==> src/rtl/mul_div_unit_if.sv <==
// rtl/mul_div_unit_if.sv - E-stage operand/result bundle for the iterative multiply/divide unit
interface mul_div_unit_if;
  logic [4:0]  alucontrol;
  logic        start;
  logic        flush;
  logic [31:0] a;
  logic [31:0] b;
  logic        stall_o;
  logic        ready_o;
  logic [31:0] hi_o;
  logic [31:0] lo_o;

  modport master (
    output alucontrol, start, flush, a, b,
    input  stall_o, ready_o, hi_o, lo_o
  );

  modport slave (
    input  alucontrol, start, flush, a, b,
    output stall_o, ready_o, hi_o, lo_o
  );
endinterface

==> src/rtl/mul_div_unit.sv <==
// rtl/mul_div_unit.sv - iterative shift-add multiplier / restoring divider owning HI/LO
// Magnitudes are processed unsigned; sign correction is applied once in FIX.
module mul_div_unit #(
  parameter int ITER = 32
) (
  input logic          clk,
  input logic          rst,
  mul_div_unit_if.slave md
);
  localparam logic [4:0] ALU_SIGNED_MULT   = 5'd12;
  localparam logic [4:0] ALU_UNSIGNED_MULT = 5'd13;
  localparam logic [4:0] ALU_SIGNED_DIV    = 5'd14;
  localparam logic [4:0] ALU_UNSIGNED_DIV  = 5'd15;
  localparam logic [4:0] ALU_MTHI          = 5'd16;
  localparam logic [4:0] ALU_MTLO          = 5'd17;
  localparam int CW = (ITER > 1) ? $clog2(ITER) : 1;

  typedef enum logic [1:0] {IDLE, CALC, FIX, DONE} state_t;

  state_t        state;
  logic [CW-1:0] count;
  logic          op_div, op_signed, sign_a, sign_b;
  logic [31:0]   divisor;
  logic [63:0]   acc;
  logic [32:0]   rem;
  logic [31:0]   hi, lo;
  logic          ready;

  logic          live, is_mult, is_div, is_signed, is_md, div_zero;
  logic [31:0]   mag_a, mag_b;
  logic [32:0]   mult_sum;
  logic [33:0]   shifted;
  logic [32:0]   diff;
  logic          ge;
  logic [63:0]   prod_fix;
  logic [31:0]   quot_fix, rem_fix;

  always_comb begin
    live      = md.start & ~md.flush;
    is_mult   = (md.alucontrol == ALU_SIGNED_MULT) | (md.alucontrol == ALU_UNSIGNED_MULT);
    is_div    = (md.alucontrol == ALU_SIGNED_DIV) | (md.alucontrol == ALU_UNSIGNED_DIV);
    is_signed = (md.alucontrol == ALU_SIGNED_MULT) | (md.alucontrol == ALU_SIGNED_DIV);
    is_md     = live & (is_mult | is_div);
    div_zero  = is_div & (md.b == 32'd0);
    mag_a     = (is_signed & md.a[31]) ? -md.a : md.a;
    mag_b     = (is_signed & md.b[31]) ? -md.b : md.b;

    // acc[31:0] holds the multiplier (mult) or the dividend being shifted out (div)
    mult_sum  = {1'b0, acc[63:32]} + (acc[0] ? {1'b0, divisor} : 33'd0);
    shifted   = {rem, acc[31]};
    ge        = shifted >= {2'b00, divisor};
    diff      = shifted[32:0] - {1'b0, divisor};

    prod_fix  = (op_signed & (sign_a ^ sign_b)) ? -acc : acc;
    quot_fix  = (op_signed & (sign_a ^ sign_b)) ? -acc[31:0] : acc[31:0];
    rem_fix   = (op_signed & sign_a) ? -rem[31:0] : rem[31:0];
  end

  // rst gates stall so the pipeline is released the instant reset lands
  assign md.stall_o = ~rst & ~md.flush &
                      (((state == IDLE) & is_md & ~div_zero) | (state == CALC) | (state == FIX));
  assign md.ready_o = ready;
  assign md.hi_o    = hi;
  assign md.lo_o    = lo;

  always_ff @(posedge clk or posedge rst) begin
    if (rst) begin
      state     <= IDLE;
      count     <= '0;
      op_div    <= 1'b0;
      op_signed <= 1'b0;
      sign_a    <= 1'b0;
      sign_b    <= 1'b0;
      divisor   <= 32'd0;
      acc       <= 64'd0;
      rem       <= 33'd0;
      hi        <= 32'd0;
      lo        <= 32'd0;
      ready     <= 1'b0;
    end else begin
      ready <= 1'b0;
      if (md.flush) begin
        state <= IDLE;
      end else begin
        case (state)
          IDLE: begin
            if (is_md) begin
              if (div_zero) begin
                state <= DONE;
                ready <= 1'b1;
              end else begin
                op_div    <= is_div;
                op_signed <= is_signed;
                sign_a    <= is_signed & md.a[31];
                sign_b    <= is_signed & md.b[31];
                acc       <= {32'd0, mag_a};
                divisor   <= mag_b;
                rem       <= 33'd0;
                count     <= '0;
                state     <= CALC;
              end
            end else if (live & (md.alucontrol == ALU_MTHI)) begin
              hi <= md.a;
            end else if (live & (md.alucontrol == ALU_MTLO)) begin
              lo <= md.a;
            end
          end
          CALC: begin
            if (op_div) begin
              rem        <= ge ? diff : shifted[32:0];
              acc[31:0]  <= {acc[30:0], ge};
            end else begin
              acc <= {mult_sum, acc[31:1]};
            end
            count <= count + 1'b1;
            if (count == CW'(ITER - 1)) state <= FIX;
          end
          FIX: begin
            if (op_div) begin
              lo <= quot_fix;
              hi <= rem_fix;
            end else begin
              hi <= prod_fix[63:32];
              lo <= prod_fix[31:0];
            end
            state <= DONE;
            ready <= 1'b1;
          end
          DONE: state <= IDLE;
          default: state <= IDLE;
        endcase
      end
    end
  end
endmodule

==> src/flat_wrapper.sv <==
// flat-port wrapper written by rule: the top's interface ports become plain ports
module mul_div_unit_flat 
#(
  parameter int ITER = 32
)
  (clk, rst, md_alucontrol, md_start, md_flush, md_a, md_b, md_stall_o, md_ready_o, md_hi_o, md_lo_o);
  mul_div_unit_if md_i ();
  input logic clk;
  input logic rst;
  input wire logic [$bits(md_i.alucontrol)-1:0] md_alucontrol;
  input wire logic [$bits(md_i.start)-1:0] md_start;
  input wire logic [$bits(md_i.flush)-1:0] md_flush;
  input wire logic [$bits(md_i.a)-1:0] md_a;
  input wire logic [$bits(md_i.b)-1:0] md_b;
  output wire logic [$bits(md_i.stall_o)-1:0] md_stall_o;
  output wire logic [$bits(md_i.ready_o)-1:0] md_ready_o;
  output wire logic [$bits(md_i.hi_o)-1:0] md_hi_o;
  output wire logic [$bits(md_i.lo_o)-1:0] md_lo_o;
  assign md_i.alucontrol = md_alucontrol;
  assign md_i.start = md_start;
  assign md_i.flush = md_flush;
  assign md_i.a = md_a;
  assign md_i.b = md_b;
  assign md_stall_o = md_i.stall_o;
  assign md_ready_o = md_i.ready_o;
  assign md_hi_o = md_i.hi_o;
  assign md_lo_o = md_i.lo_o;
  mul_div_unit #(.ITER(ITER)) u_core (.clk(clk), .rst(rst), .md(md_i));
endmodule
==> config.mk <==
export PLATFORM = sky130hd
export DESIGN_NAME = mul_div_unit_flat
export DESIGN_NICKNAME = d
export VERILOG_FILES = /design/src/rtl/mul_div_unit_if.sv /design/src/rtl/mul_div_unit.sv /design/src/flat_wrapper.sv
export SDC_FILE = /design/constraint.sdc
export NUM_CORES = 1
export LEC_CHECK = 0
export ABC_CLOCK_PERIOD_IN_PS = 8750
export CORE_ASPECT_RATIO = 0.75
export CORE_MARGIN = 5
export CORE_UTILIZATION = 60
export CTS_CLUSTER_SIZE = 12
export DETAILED_ROUTE_END_ITERATION = 8
export MAX_ROUTING_LAYER = met4
export PLACE_DENSITY = 0.84
export SETUP_SLACK_MARGIN = 0.1
export SYNTH_ARGS = -nofsm -noshare
export SYNTH_HDL_FRONTEND = slang
export SYNTH_SLANG_ARGS = --single-unit
==> constraint.sdc <==
create_clock -name clk -period 8.75 [get_ports clk]
set_clock_uncertainty 0.05 [all_clocks]
set_input_delay 2.625 -clock clk [delete_from_list [all_inputs] [get_ports clk]]
set_output_delay 2.625 -clock clk [all_outputs]
set_load 0.02 [all_outputs]
==> flow_summary.ini <==
[layout]
stdcell_area_mm2 = 0.0184
fin_cells = 2492
layout-drive-gt1-share = 0.0419
nets = 2281
synthToLayoutAreaGrowth_pct = 14.4

[die]
initial_core_util = 0.614
die-width_um = 199
io_pins = 139
core-area_mm2 = 0.0262
core.rowCount = 51
die-area_mm2 = 0.0302
die_h_um = 152

[place]
gp_congestion = 1.01
postPlaceCellArea_mm2 = 0.0176
numPortBuffers = 138
dp_hpwl_mm = 40.0
pre_cts_slack_ns = 0.981
dp.cells = 2452

[worst_setup_path]
r2r_start = u_core.acc[31]
reg2reg_to = u_core.rem[17]
regToRegSetupSlack_ns = 3.65
crit_buf_inv = 3
crit_fanout = 5
cp_top_family = buffers and inverters
reg2reg_depth = 15
crit_path_end_kind = output port
arrival_ns = 5.18
worst-path-stages = 9
cp-endpoint = md_stall_o
critical_path_class = input pin to output port
crit_required_ns = 6.08
crit_path_top_delay_cell = clkdlybuf4s50_1
slowest_delay_ns = 0.55
crit_path_cell_trace = clkdlybuf4s50_1 > nor4_1 > nand3b_1 > nor2_1 > nand3_1 > buf_4 > o21ai_4 > a211oi_1 > clkdlybuf4s50_1
crit_start = md_b[2]
cp_common_cell = clkdlybuf4s50_1
worst_setup_path_start_kind = input pin

[clocking]
cts_hold_buf = 0
cts_tree = yes
insertion_delay_ns = 0.52
cts_buffer_depth = 3
htree_levels = 1
cts_sinks = 205
numCtsBuffers = 23
cts_resized = 0
root_buffer = clkbuf_16
postCtsSetupBuffers = 0
clk_pin_slew_worst_paths_ns = 0.06

[power_and_ir_drop]
vdd_drop_max_v = 0.000232
p_per_area_mw_per_mm2 = 284
pwr-share-clk = 0.194
comb_power_share = 0.482
seqPwrFrac = 0.324
sw_frac_of_total = 0.446
switching_power_w = 0.00233
p_int_w = 0.00289
p_leak_nw = 7.89

[logic_synthesis]
synth_seq_area_share = 0.319
synth_cells = 2069
synth_top_family_by_area = compound AO/OA/AOI/OAI gates
syn-num-nets = 2217
synthArstFlopShare = 1.00
netlist_area_mm2 = 0.0161
synth-compound-area-share = 0.238
yosys_warnings = 0
synth_fa_ha_area_frac = 0.0593
synthFlopType = dfrtp_1
synth_xor_area_frac = 0.106
ys_types = 74
synth_edf_count = 0
yosys.area_share.simple = 0.211
synthMuxAreaShare = 0.0208
avgSynthCellArea_um2 = 7.77
synth-seq-cells = 205

[sta]
period_minus_slack_ns = 7.85
slew_headroom = 0.207
setup_violations = 0
hold_slack_ns = 0.428
fmax_ghz = 0.127
rsz0062_at_grt = false
setup_slack_ns = 0.896
fin_crit_sh = 0.898
finalSetupTns_ns = 0
maxSlewViolCount = 0
max_slew.worst_pin.slew_ns = 1.19
finalHoldViolations = 0

[routing]
vias = 16240
wl_mm = 53.3
postRouteAntennaNets = 0
drt_iter0_drc = 2179
viasPerCell = 6.52
drc = 0
drt-wirelength-per-cell_um = 21.4
drtPass1Iterations = 6

[global_route]
grt_max_degree = 79
grt_overflow = 0
first_global_vias = 14847
track_usage = 0.356
grt_pass1_wl_mm = 83.0
antenna_found_initial = 1

[worst_hold_path]
hold_path.startpoint = u_core.md.lo_o[6]
holdCritPathClass = register to register

[run]
cap_viol_max_count = 0

[run_status]
outcome = completed
==> cells in the final DEF (no fill, tap or decap), types with 20 or more instances in the layout <==
cell type	n
nand2_1	293
o21ai_0	278
dfrtp_1	204
a21oi_1	160
nor2_1	159
clkdlybuf4s50_1	138
xnor2_1	120
xor2_1	74
inv_1	73
ha_1	71
nor3_1	60
a21o_1	32
mux2i_1	30
or3_1	28
nand3_1	26
nor4_1	25
nand2b_1	23
clkbuf_16	23
a221oi_1	21
buf_4	20
==> worst min path at each step <==
stage	end	slack, ns	cells past startpoint
3_5_place_dp	u_core.md.hi_o[17]	0.42	1
6_report	u_core.md.lo_o[6]	0.43	2
5_1_grt	u_core.md.hi_o[17]	0.44	1
3_3_place_gp	u_core.divisor[31]	0.41	2
2_1_floorplan	u_core.divisor[31]	0.39	2
4_1_cts	u_core.md.lo_o[29]	0.43	2
==> routing by layer <==
layer  share of wire  track usage
met5               0            -
met3            0.13       0.0829
met4           0.029       0.0919
met1            0.43        0.516
met2            0.42        0.506
==> cells by family after synthesis <==
family | after synthesis
AND/OR/NAND/NOR | 722
AO/OA/AOI/OAI | 647
flip-flops | 205
XOR/XNOR | 194
buffers and inverters | 193
adder cells (fa/ha/maj) | 75
multiplexers | 33
==> flip-flops by register name, indices dropped and copies added, names as in the netlist <==
register           cells
u_core.state           2
u_core.sign_a          1
u_core.sign_b          1
u_core.op_div          1
u_core.md.hi_o        32
u_core.count           5
u_core.op_signed       1
u_core.divisor        32
u_core.md.ready_o      1
u_core.acc            64
u_core.rem            33
u_core.md.lo_o        32
==> per-stage QoR <==
step / power [W] / util
6_report: 0.00521 / 0.703
4_1_cts: 0.00514 / 0.703
2_1_floorplan: 0.00325 / -
3_5_place_dp: 0.00413 / 0.674
5_1_grt: 0.00552 / 0.703
3_3_place_gp: 0.00405 / 0.674
==> Yosys cell counts, types with 5 or more instances <==
cell type,count,area share
a211oi_1,18,0.0084
a21o_1,33,0.015
a21oi_1,160,0.050
a221oi_1,21,0.011
a22o_1,7,0.0038
a22oi_1,12,0.0056
a31oi_1,13,0.0051
and2_1,11,0.0043
and3_1,16,0.0062
buf_1,15,0.0035
clkbuf_1,99,0.023
dfrtp_1,205,0.32
ha_1,73,0.057
inv_1,74,0.017
mux2i_1,30,0.019
nand2_1,293,0.068
nand2b_1,23,0.0090
nand3_1,26,0.0081
nand3b_1,6,0.0028
nand4_1,7,0.0027
nand4b_1,5,0.0027
nor2_1,159,0.037
nor2b_1,19,0.0074
nor3_1,60,0.019
nor3b_1,8,0.0037
nor4_1,25,0.0097
o211ai_1,13,0.0061
o21a_1,8,0.0037
o21ai_0,279,0.087
o21ai_1,6,0.0019
o21bai_1,7,0.0033
o22ai_1,5,0.0019
o31ai_1,19,0.0089
o41ai_1,8,0.0044
or2_2,10,0.0039
or3_1,28,0.011
or4_1,11,0.0051
xnor2_1,120,0.065
xor2_1,74,0.040
==> power groups by stage <==
stage | registers, W | clock network (W) | logic (W)
final | 0.00169 | 0.00101 | 0.00251
after global routing | 0.00173 | 0.00105 | 0.00274
after CTS | 0.00167 | 0.00101 | 0.00246
after detailed placement | 0.00168 | 0 | 0.00245
after global placement | 0.00166 | 0 | 0.00239
after floorplan | 0.00169 | 0 | 0.00155
==> tightest hold or removal path, stage by stage (launching register included) <==
cell and delay, ns:
dfrtp_1 0.34, nand2_1 0.05, o21ai_0 0.06
==> area by class of cell <==
| cell class | instances | area [um^2] |
|---|---|---|
| fill | 2173 | 7770 |
| multi-input combinational | 1671 | 10200 |
| clock buffer | 34 | 687 |
| sequential | 205 | 5130 |
| timing repair buffer | 158 | 1530 |
| inverter | 74 | 285 |
| tap | 344 | 430 |
| antenna | 1 | 2.50 |
| clock inverter | 5 | 75.1 |
Note: power is estimated with default switching activity, not from simulation.
